## src/rtl/regbus_arbiter.sv

```systemverilog
// Round-robin arbiter sharing one accelerator register port (set_*/get_*) among NUM_REQ requesters.
// Define REGBUS_ARB_PRIO_EN to give requester 0 fixed top priority over the round-robin group.
module regbus_arbiter #(
  parameter int NUM_REQ    = 2,
  parameter int ADDR_WIDTH = 16,
  parameter int DATA_WIDTH = 32
) (
  input  logic                          S_AXI_ACLK,
  input  logic                          S_AXI_ARESETN,
  input  logic [NUM_REQ-1:0]            req_valid,
  input  logic [NUM_REQ-1:0]            req_we,
  input  logic [NUM_REQ*ADDR_WIDTH-1:0] req_addr,
  input  logic [NUM_REQ*DATA_WIDTH-1:0] req_wdata,
  output logic [NUM_REQ-1:0]            req_ready,
  output logic [NUM_REQ-1:0]            rsp_valid,
  input  logic [NUM_REQ-1:0]            rsp_ready,
  output logic [DATA_WIDTH-1:0]         rsp_rdata,
  output logic [DATA_WIDTH-1:0]         set_addr,
  output logic [DATA_WIDTH-1:0]         set_data,
  output logic                          set_stb,
  output logic [DATA_WIDTH-1:0]         get_addr,
  input  logic [DATA_WIDTH-1:0]         get_data,
  output logic                          get_stb,
  output logic                          busy
);

  localparam int IW = (NUM_REQ > 2) ? 2 : 1;
  localparam logic [NUM_REQ-1:0] LSB = NUM_REQ'(1);

  typedef enum logic [1:0] {IDLE, ISSUE, RESP} state_t;

  state_t          state;
  logic [IW-1:0]   grant;
  logic [IW-1:0]   last_grant;
  logic [IW-1:0]   win;
  logic            win_found;

  // First valid requester searched upward from last+1, wrapping modulo NUM_REQ.
  function automatic logic [IW-1:0] rr_pick(input logic [NUM_REQ-1:0] v,
                                            input logic [IW-1:0]      last);
    logic [IW-1:0] pick;
    pick = '0;
    for (int k = NUM_REQ; k >= 1; k--) begin
      if (v[(int'(last) + k) % NUM_REQ]) pick = IW'((int'(last) + k) % NUM_REQ);
    end
    return pick;
  endfunction

  // NOTE: every output of a combinational block gets a default first so no latch is inferred.
  always_comb begin
    win_found = |req_valid;
`ifdef REGBUS_ARB_PRIO_EN
    win = req_valid[0] ? '0 : rr_pick(req_valid & ~LSB, last_grant);
`else
    win = rr_pick(req_valid, last_grant);
`endif
    req_ready = '0;
    // Gated by reset so the grant is also silent while the block is held in reset.
    if (S_AXI_ARESETN && state == IDLE && win_found) req_ready[win] = 1'b1;
  end

  // NOTE: state registers use non-blocking assignments so all updates take effect together at the edge.
  always_ff @(posedge S_AXI_ACLK or negedge S_AXI_ARESETN) begin
    if (!S_AXI_ARESETN) begin
      state      <= IDLE;
      grant      <= '0;
      last_grant <= IW'(NUM_REQ - 1);
      set_addr   <= '0;
      set_data   <= '0;
      set_stb    <= 1'b0;
      get_addr   <= '0;
      get_stb    <= 1'b0;
      rsp_rdata  <= '0;
      rsp_valid  <= '0;
      busy       <= 1'b0;
    end else begin
      case (state)
        IDLE: begin
          if (win_found) begin
            grant <= win;
            busy  <= 1'b1;
            state <= ISSUE;
            if (req_we[win]) begin
              set_stb  <= 1'b1;
              set_addr <= DATA_WIDTH'(req_addr[win*ADDR_WIDTH +: ADDR_WIDTH]);
              set_data <= req_wdata[win*DATA_WIDTH +: DATA_WIDTH];
            end else begin
              get_stb  <= 1'b1;
              get_addr <= DATA_WIDTH'(req_addr[win*ADDR_WIDTH +: ADDR_WIDTH]);
            end
          end
        end
        ISSUE: begin
          set_stb   <= 1'b0;
          get_stb   <= 1'b0;
          rsp_rdata <= get_stb ? get_data : '0;
          rsp_valid <= LSB << grant;
          state     <= RESP;
        end
        RESP: begin
          if (rsp_ready[grant]) begin
            rsp_valid  <= '0;
            busy       <= 1'b0;
            last_grant <= grant;
            state      <= IDLE;
          end
        end
        default: state <= IDLE;
      endcase
    end
  end

endmodule

```

## config.mk

```make
export PLATFORM = sky130hd
export DESIGN_NAME = regbus_arbiter
export DESIGN_NICKNAME = d
export VERILOG_FILES = /design/src/rtl/regbus_arbiter.sv
export SDC_FILE = /design/constraint.sdc
export NUM_CORES = 1
export LEC_CHECK = 0
export CAP_MARGIN = 25
export CORE_ASPECT_RATIO = 1.4
export CORE_UTILIZATION = 42
export CTS_CLUSTER_DIAMETER = 150
export DETAILED_ROUTE_END_ITERATION = 16
export PLACE_DENSITY = 0.88
export SKIP_LAST_GASP = 1
export SLEW_MARGIN = 30
export SYNTH_ARGS = -nofsm -noshare
export SYNTH_HDL_FRONTEND = slang
export SYNTH_SLANG_ARGS = --single-unit
```

## constraint.sdc

```tcl
create_clock -name S_AXI_ACLK -period 2.25 [get_ports S_AXI_ACLK]
set_input_delay 0.5625 -clock S_AXI_ACLK [delete_from_list [all_inputs] [get_ports S_AXI_ACLK]]
set_output_delay 0.5625 -clock S_AXI_ACLK [all_outputs]
set_load 0.01 [all_outputs]
```

==> flow_metrics.py, run 1 <==
metrics = {
    "die": {
        "die-area_um2": 11990,
        "num_rows": 46,
        "ios": 271,
        "die_h_um": 129.2,
        "initial_core_util_pct": 43.00,
        "die_w_um": 92.83,
        "core_um2": 11280,
    },
    "yosys": {
        "ys_types": 34,
        "synth_top_area_share_pct": 53.65,
        "synth_warnings": 0,
        "ys.flop_type": "dfrtp_1",
        "synth_area_leader_cell": "dfrtp_1",
        "syn_inst": 455,
        "async_flop_share_pct": 100.0,
        "synth-seq-area-share_pct": 54.19,
        "syn_avg_cell_area_um2": 10.66,
        "synth_edf_count": 0,
        "ys_ff_latch": 105,
        "synth.area.top_cells": "dfrtp_1 54%, o22a_1 8.7%, o21a_1 7.6%",
        "syn_area_um2": 4851,
    },
    "run": {
        "cap_violations": 0,
    },
    "clocking": {
        "cts_inserted_buffers": 9,
        "cts_hold_buf": 0,
        "clock-sinks": 105,
        "cts-root-buf": "clkbuf_16",
        "htreeDepth": 3,
        "cts.reportedPaths.clkPinSlew_ns": 0.07,
        "cts_tree": "done",
        "cts.path.max_buffers": 2,
        "insertion_delay_ns": 0.34,
    },
    "power_and_ir_drop": {
        "finalPower_mw": 9.225,
        "power_density_nw_per_um2": 1204,
        "worst_ir_drop_vdd_mv": 0.5916,
        "power_leakage_nw": 3.083,
    },
    "drt": {
        "drc": 0,
        "routed_wl_um": 14470,
        "routedWlPerCell_um": 17.31,
        "drtAntennaViolNets": 0,
        "dr_total_vias": 4279,
        "first_iter_violations": 134,
        "dr.pass1.iters": 4,
        "via_per_inst": 5.118,
    },
    "worst_setup_path": {
        "crit_path_start_kind": "primary input",
        "crit_required_ns": 1.69,
        "path_cells": "clkdlybuf4s50_1 -> buf_4 -> o21ai_2 -> nor3b_2 -> clkdlybuf4s15_2",
        "critPathMaxStageDelay_ns": 0.47,
        "cp_max_fo": 2,
        "critPathBufInv": 3,
        "cp_slowest_cell": "clkdlybuf4s50_1",
        "crit_family": "buffers and inverters",
        "crit_type": "in -> out",
        "endpoint_kind": "primary output",
        "critPathArrivalTime_ns": 1.63,
    },
    "final_layout": {
        "finish.utilization_pct": 67.92,
        "layout_common_cells": "234 x clkdlybuf4s50_1, 104 x dfrtp_1, 70 x nand2_1",
        "syn2layout_area_growth_pct": 57.96,
        "final_common_cell": "clkdlybuf4s50_1",
        "fillers": 868,
        "antenna_cells": 0,
        "drive_gt1_share_pct": 7.081,
        "fin_nets": 823,
    },
    "grt": {
        "grt_max_degree": 64,
        "grt-ovfl-total": 0,
        "grt_pass1_wl_um": 22050,
        "antenna_found_initial": 0,
        "first_global_vias": 4382,
        "grt_use_total_pct": 23.80,
    },
    "min_path": {
        "hold_path.class": "in -> async",
    },
    "timing": {
        "setup_tns_ns": 0,
        "grt_setup_unrepaired": "no",
        "worst_clock_skew_ns": 0.007684,
        "finalCriticalPeriod_ns": 2.197,
        "setup_viol": 0,
        "fmax_ghz": 0.4552,
        "finalHoldViolCount": 0,
        "fin_crit_sh_pct": 97.64,
        "drv_slew": 0,
        "max_slew_margin_pct": 47.08,
        "tightestPinTransition_ns": 0.7938,
    },
    "place": {
        "port_buffers": 238,
        "gp_congestion": 0.7824,
        "dp_hpwl_um": 10680,
    },
    "status": {
        "status": "finished, final reports clean",
    },
}
where the power goes:
part,total (mW),switching (mW),internal (mW),leakage [nW]
combinational,4.35,1.93,2.42,1.68
sequential,3.25,0.536,2.72,1.25
clock,1.62,0.713,0.909,0.151
metrics by stage:
step	worst slack (ns)	instances	instance area, um^2	hold WS [ns]
after global routing	0.02501	836	7662	0.3876
after detailed placement	-0.3877	819	7342	0.4708
after global placement	-0.3957	818	7315	0.4633
final	0.05307	836	7662	0.3282
after CTS	0.01535	835	7656	0.3535
after floorplan	0.2815	486	4967	0.2669
sequential cells by signal, indices dropped and copies added (netlist names):
name / flops
rsp_valid: 2
get_addr: 16
set_data: 32
last_grant: 1
busy: 1
get_stb: 1
rsp_rdata: 32
grant: 1
state: 2
set_addr: 16
set_stb: 1
area by class of cell:
class	count	area, um^2	share of cell area [%]
Clock buffer	10	239.0	3.119
Clock inverter	6	75.07	0.9798
Inverter	5	18.77	0.2449
Multi-Input combinational cell	310	1928	25.16
Sequential cell	105	2629	34.31
Tap cell	144	180.2	2.351
Timing Repair Buffer	256	2592	33.83
timing repair:
item	CTS	global route
pin swaps	0	1
hold endpoints to repair	0	0
endpoints found under the setup margin	3	24
buffers inserted	0	0
resized for setup	10	0
cloned	0	1
worst register-to-register path, cell delays in order, from the launching register on:
cell and delay, ns:
dfstp_2 0.63, a21boi_4 0.10, buf_4 0.15, mux2i_1 0.34
nor2_4 0.18, buf_16 0.21, o21a_1 0.20
logic make-up (layout without fill, tap and decap cells):
kind of cell | count (synthesis) | in the layout | share of synthesized area, %
flops | 105 | 105 | 54.19
compound gates | 175 | 175 | 26.23
buf+inv | 72 | 277 | 9.415
other cells | 1 | 32 | 0.07731
simple gates | 100 | 101 | 9.646
mux | 2 | 2 | 0.4385
per-layer routing:
| metal | up-vias | global-route usage [%] | routed length, um |
|---|---|---|---|
| met5 | - | 0 | 0 |
| met1 | 2040 | 27.06 | 5490 |
| li1 | 2018 | - | - |
| met3 | 30 | 5.869 | 972 |
| met2 | 191 | 41.78 | 7522 |
| met4 | 0 | 11.31 | 481 |
synthesized netlist by cell type (all sizes together), types with 5 or more instances:
master and number:
nor3b 17, a21oi 21, inv 5, dfrtp 104, clkbuf 13, o2bb2ai 16
o22a 48, buf 54, o21ai 35, nand2 70, o21a 49, nor2 5
worst paths after layout:
path,slack [ns],end,cells past startpoint,startpoint
min in group S_AXI_ACLK,0.48,rsp_rdata[23],2,rsp_rdata[23]
setup / recovery,0.05,req_ready[0],5,req_valid[1]
hold reg to reg,0.48,rsp_rdata[23],2,rsp_rdata[23]
max in group asynchronous,1.28,busy,2,S_AXI_ARESETN
setup reg to reg,0.33,set_data[7],6,last_grant
hold / removal,0.33,set_addr[15],2,S_AXI_ARESETN
No activity file was read; power rests on OpenSTA's default activity.
==> run 2: changes to the inputs <==
--- a/config.mk
+++ b/config.mk
@@ -7,11 +7,11 @@
 export LEC_CHECK = 0
 export CAP_MARGIN = 25
 export CORE_ASPECT_RATIO = 1.4
+export CORE_MARGIN = 5
 export CORE_UTILIZATION = 42
 export CTS_CLUSTER_DIAMETER = 150
 export DETAILED_ROUTE_END_ITERATION = 16
 export PLACE_DENSITY = 0.88
-export SKIP_LAST_GASP = 1
 export SLEW_MARGIN = 30
 export SYNTH_ARGS = -nofsm -noshare
 export SYNTH_HDL_FRONTEND = slang
==> run 2 against run 1 <==
  * Sequential share of layout area about the same
  * Total power barely moved
  * Global-route usage fell by 2.9 points
  * First-iteration DRC count shrank 34%
  * Sequential power hardly changed
  * Routed wire length grew 4.2%
  * Critical path depth fell by 1
  * Worst setup slack gained 0.070 ns
  * Die area grew 15%
  * Utilization fell by 0.32 points
  * Hold slack lost 0.10 ns
  * Highest routed layer unchanged
==> flow_metrics.py, run 2 (synthesis results as in run 1) <==
metrics = {
    "worst_setup_path": {
        "r2r-end": "set_addr[12]",
        "cp_max_fo": 6,
        "crit_path_start_kind": "flip-flop",
        "r2r_slack_ns": 0.35,
        "r2r_cells": 6,
        "critPathArrivalTime_ns": 1.56,
        "endpoint_kind": "primary output",
        "crit_type": "reg -> out",
        "rr_startpoint": "last_grant",
        "crit_required_ns": 1.69,
    },
    "clocking": {
        "cts_inserted_buffers": 9,
        "cts.reportedPaths.clkPinSlew_ns": 0.08,
        "insertion_delay_ns": 0.35,
        "cts-root-buf": "clkbuf_16",
        "cts_tree": "done",
        "htreeDepth": 3,
        "cts_hold_buf": 0,
        "cts.path.max_buffers": 2,
        "clock-sinks": 105,
    },
    "timing": {
        "finalCriticalPeriod_ns": 2.127,
        "fin_crit_sh_pct": 94.51,
        "fmax_ghz": 0.4702,
        "grt_setup_unrepaired": "no",
        "max_slew_margin_pct": 58.46,
        "setup_viol": 0,
        "finalHoldViolCount": 0,
        "tightestPinTransition_ns": 0.6216,
        "worst_clock_skew_ns": 0.01505,
        "drv_slew": 0,
    },
    "grt": {
        "grt-ovfl-total": 0,
        "grt_max_degree": 51,
        "grt_pass1_wl_um": 22620,
        "antenna_found_initial": 0,
        "first_global_vias": 4598,
        "grt_use_total_pct": 20.86,
    },
    "drt": {
        "dr.pass1.iters": 4,
        "drc": 0,
        "first_iter_violations": 88,
        "routedWlPerCell_um": 18.01,
        "routed_wl_um": 15080,
        "via_per_inst": 5.185,
        "drtAntennaViolNets": 0,
        "dr_total_vias": 4340,
    },
    "run": {
        "cap_violations": 0,
    },
    "place": {
        "place_inst": 820,
        "gp_congestion": 0.7868,
        "dp_hpwl_um": 11550,
        "port_buffers": 238,
    },
    "die": {
        "ios": 271,
        "die_h_um": 137.2,
        "core_um2": 11340,
        "num_rows": 46,
        "die-area_um2": 13830,
        "initial_core_util_pct": 42.78,
        "die_w_um": 100.8,
    },
    "power_and_ir_drop": {
        "power_density_nw_per_um2": 1204,
        "finalPower_mw": 9.232,
        "worst_ir_drop_vdd_mv": 0.5986,
        "power_leakage_nw": 3.094,
    },
    "final_layout": {
        "reg_top3": "rsp_rdata (32), set_data (32)",
        "fillers": 846,
        "layout_common_cells": "233 x clkdlybuf4s50_1, 104 x dfrtp_1, 70 x nand2_1",
        "drive_gt1_share_pct": 7.071,
        "final_cells": 837,
        "final_common_cell": "clkdlybuf4s50_1",
        "fin_nets": 824,
        "antenna_cells": 0,
        "syn2layout_area_growth_pct": 58.01,
    },
    "min_path": {
        "hold_path.class": "in -> async",
    },
    "status": {
        "status": "finished, final reports clean",
    },
}
[run 2: changes by cell type in the layout (fill, tap and decap cells not counted)]
cell             previous run  this run
buf_4                      13        15
dlygate4sd2_1               1         3
clkdlybuf4s15_2             1         0
clkinv_4                    2         1
nor2_2                      1         0
clkdlybuf4s50_1           234       233
inv_8                       1         0
inv_6                       1         3
[run 2: where the power goes]
| group | internal [mW] | switching (mW) |
|---|---|---|
| Clock | 0.908 | 0.727 |
| Sequential | 2.72 | 0.515 |
| Combinational | 2.43 | 1.93 |
[run 2: worst max-delay path by stage]
stage                        end    startpoint  cells after the start
floorplan           req_ready[0]  req_valid[1]                      4
global placement    req_ready[0]  req_valid[0]                      4
global route        req_ready[1]      state[1]                      4
finish              req_ready[1]      state[0]                      4
detailed placement  req_ready[0]  req_valid[0]                      4
CTS                 req_ready[1]      state[0]                      4
[run 2: area by class of cell]
type,instances,area (um^2),share of cell area [%]
Sequential cell,105,2629,34.30
Multi-Input combinational cell,309,1922,25.07
Clock buffer,10,239.0,3.118
Inverter,5,18.77,0.2449
Clock inverter,6,72.57,0.9468
Tap cell,144,180.2,2.351
Timing Repair Buffer,258,2604,33.97
[run 2: repair_timing]
item | in CTS | in global routing
gates resized for setup | 8 | 0
setup endpoints to repair | 2 | 0
setup buffers | 1 | 0
[run 2: critical path, stage by stage (launching register included)]
cell and delay, ns:
dfrtp_1 0.47, nor2_4 0.17, buf_4 0.17, and3_1 0.16
dlygate4sd2_1 0.26
[run 2: metrics by stage]
step	setup slack [ns]	cell area [um^2]	hold WS, ns	utilization (%)	TNS [ns]
2_1_floorplan	0.2815	4967	0.2669	-	0
3_3_place_gp	-0.3234	7322	0.4583	64.58	-16.58
3_5_place_dp	-0.3587	7350	0.4658	64.82	-14.30
4_1_cts	0.1126	7665	0.2178	67.60	0
5_1_grt	0.04011	7665	0.2277	67.60	0
6_report	0.1234	7665	0.2236	67.60	0
[run 2: layer usage]
metal | wire length, um | track usage [%]
met5 | 0 | 0
met4 | 375 | 7.640
met2 | 7848 | 37.80
met3 | 1394 | 6.017
met1 | 5460 | 22.80
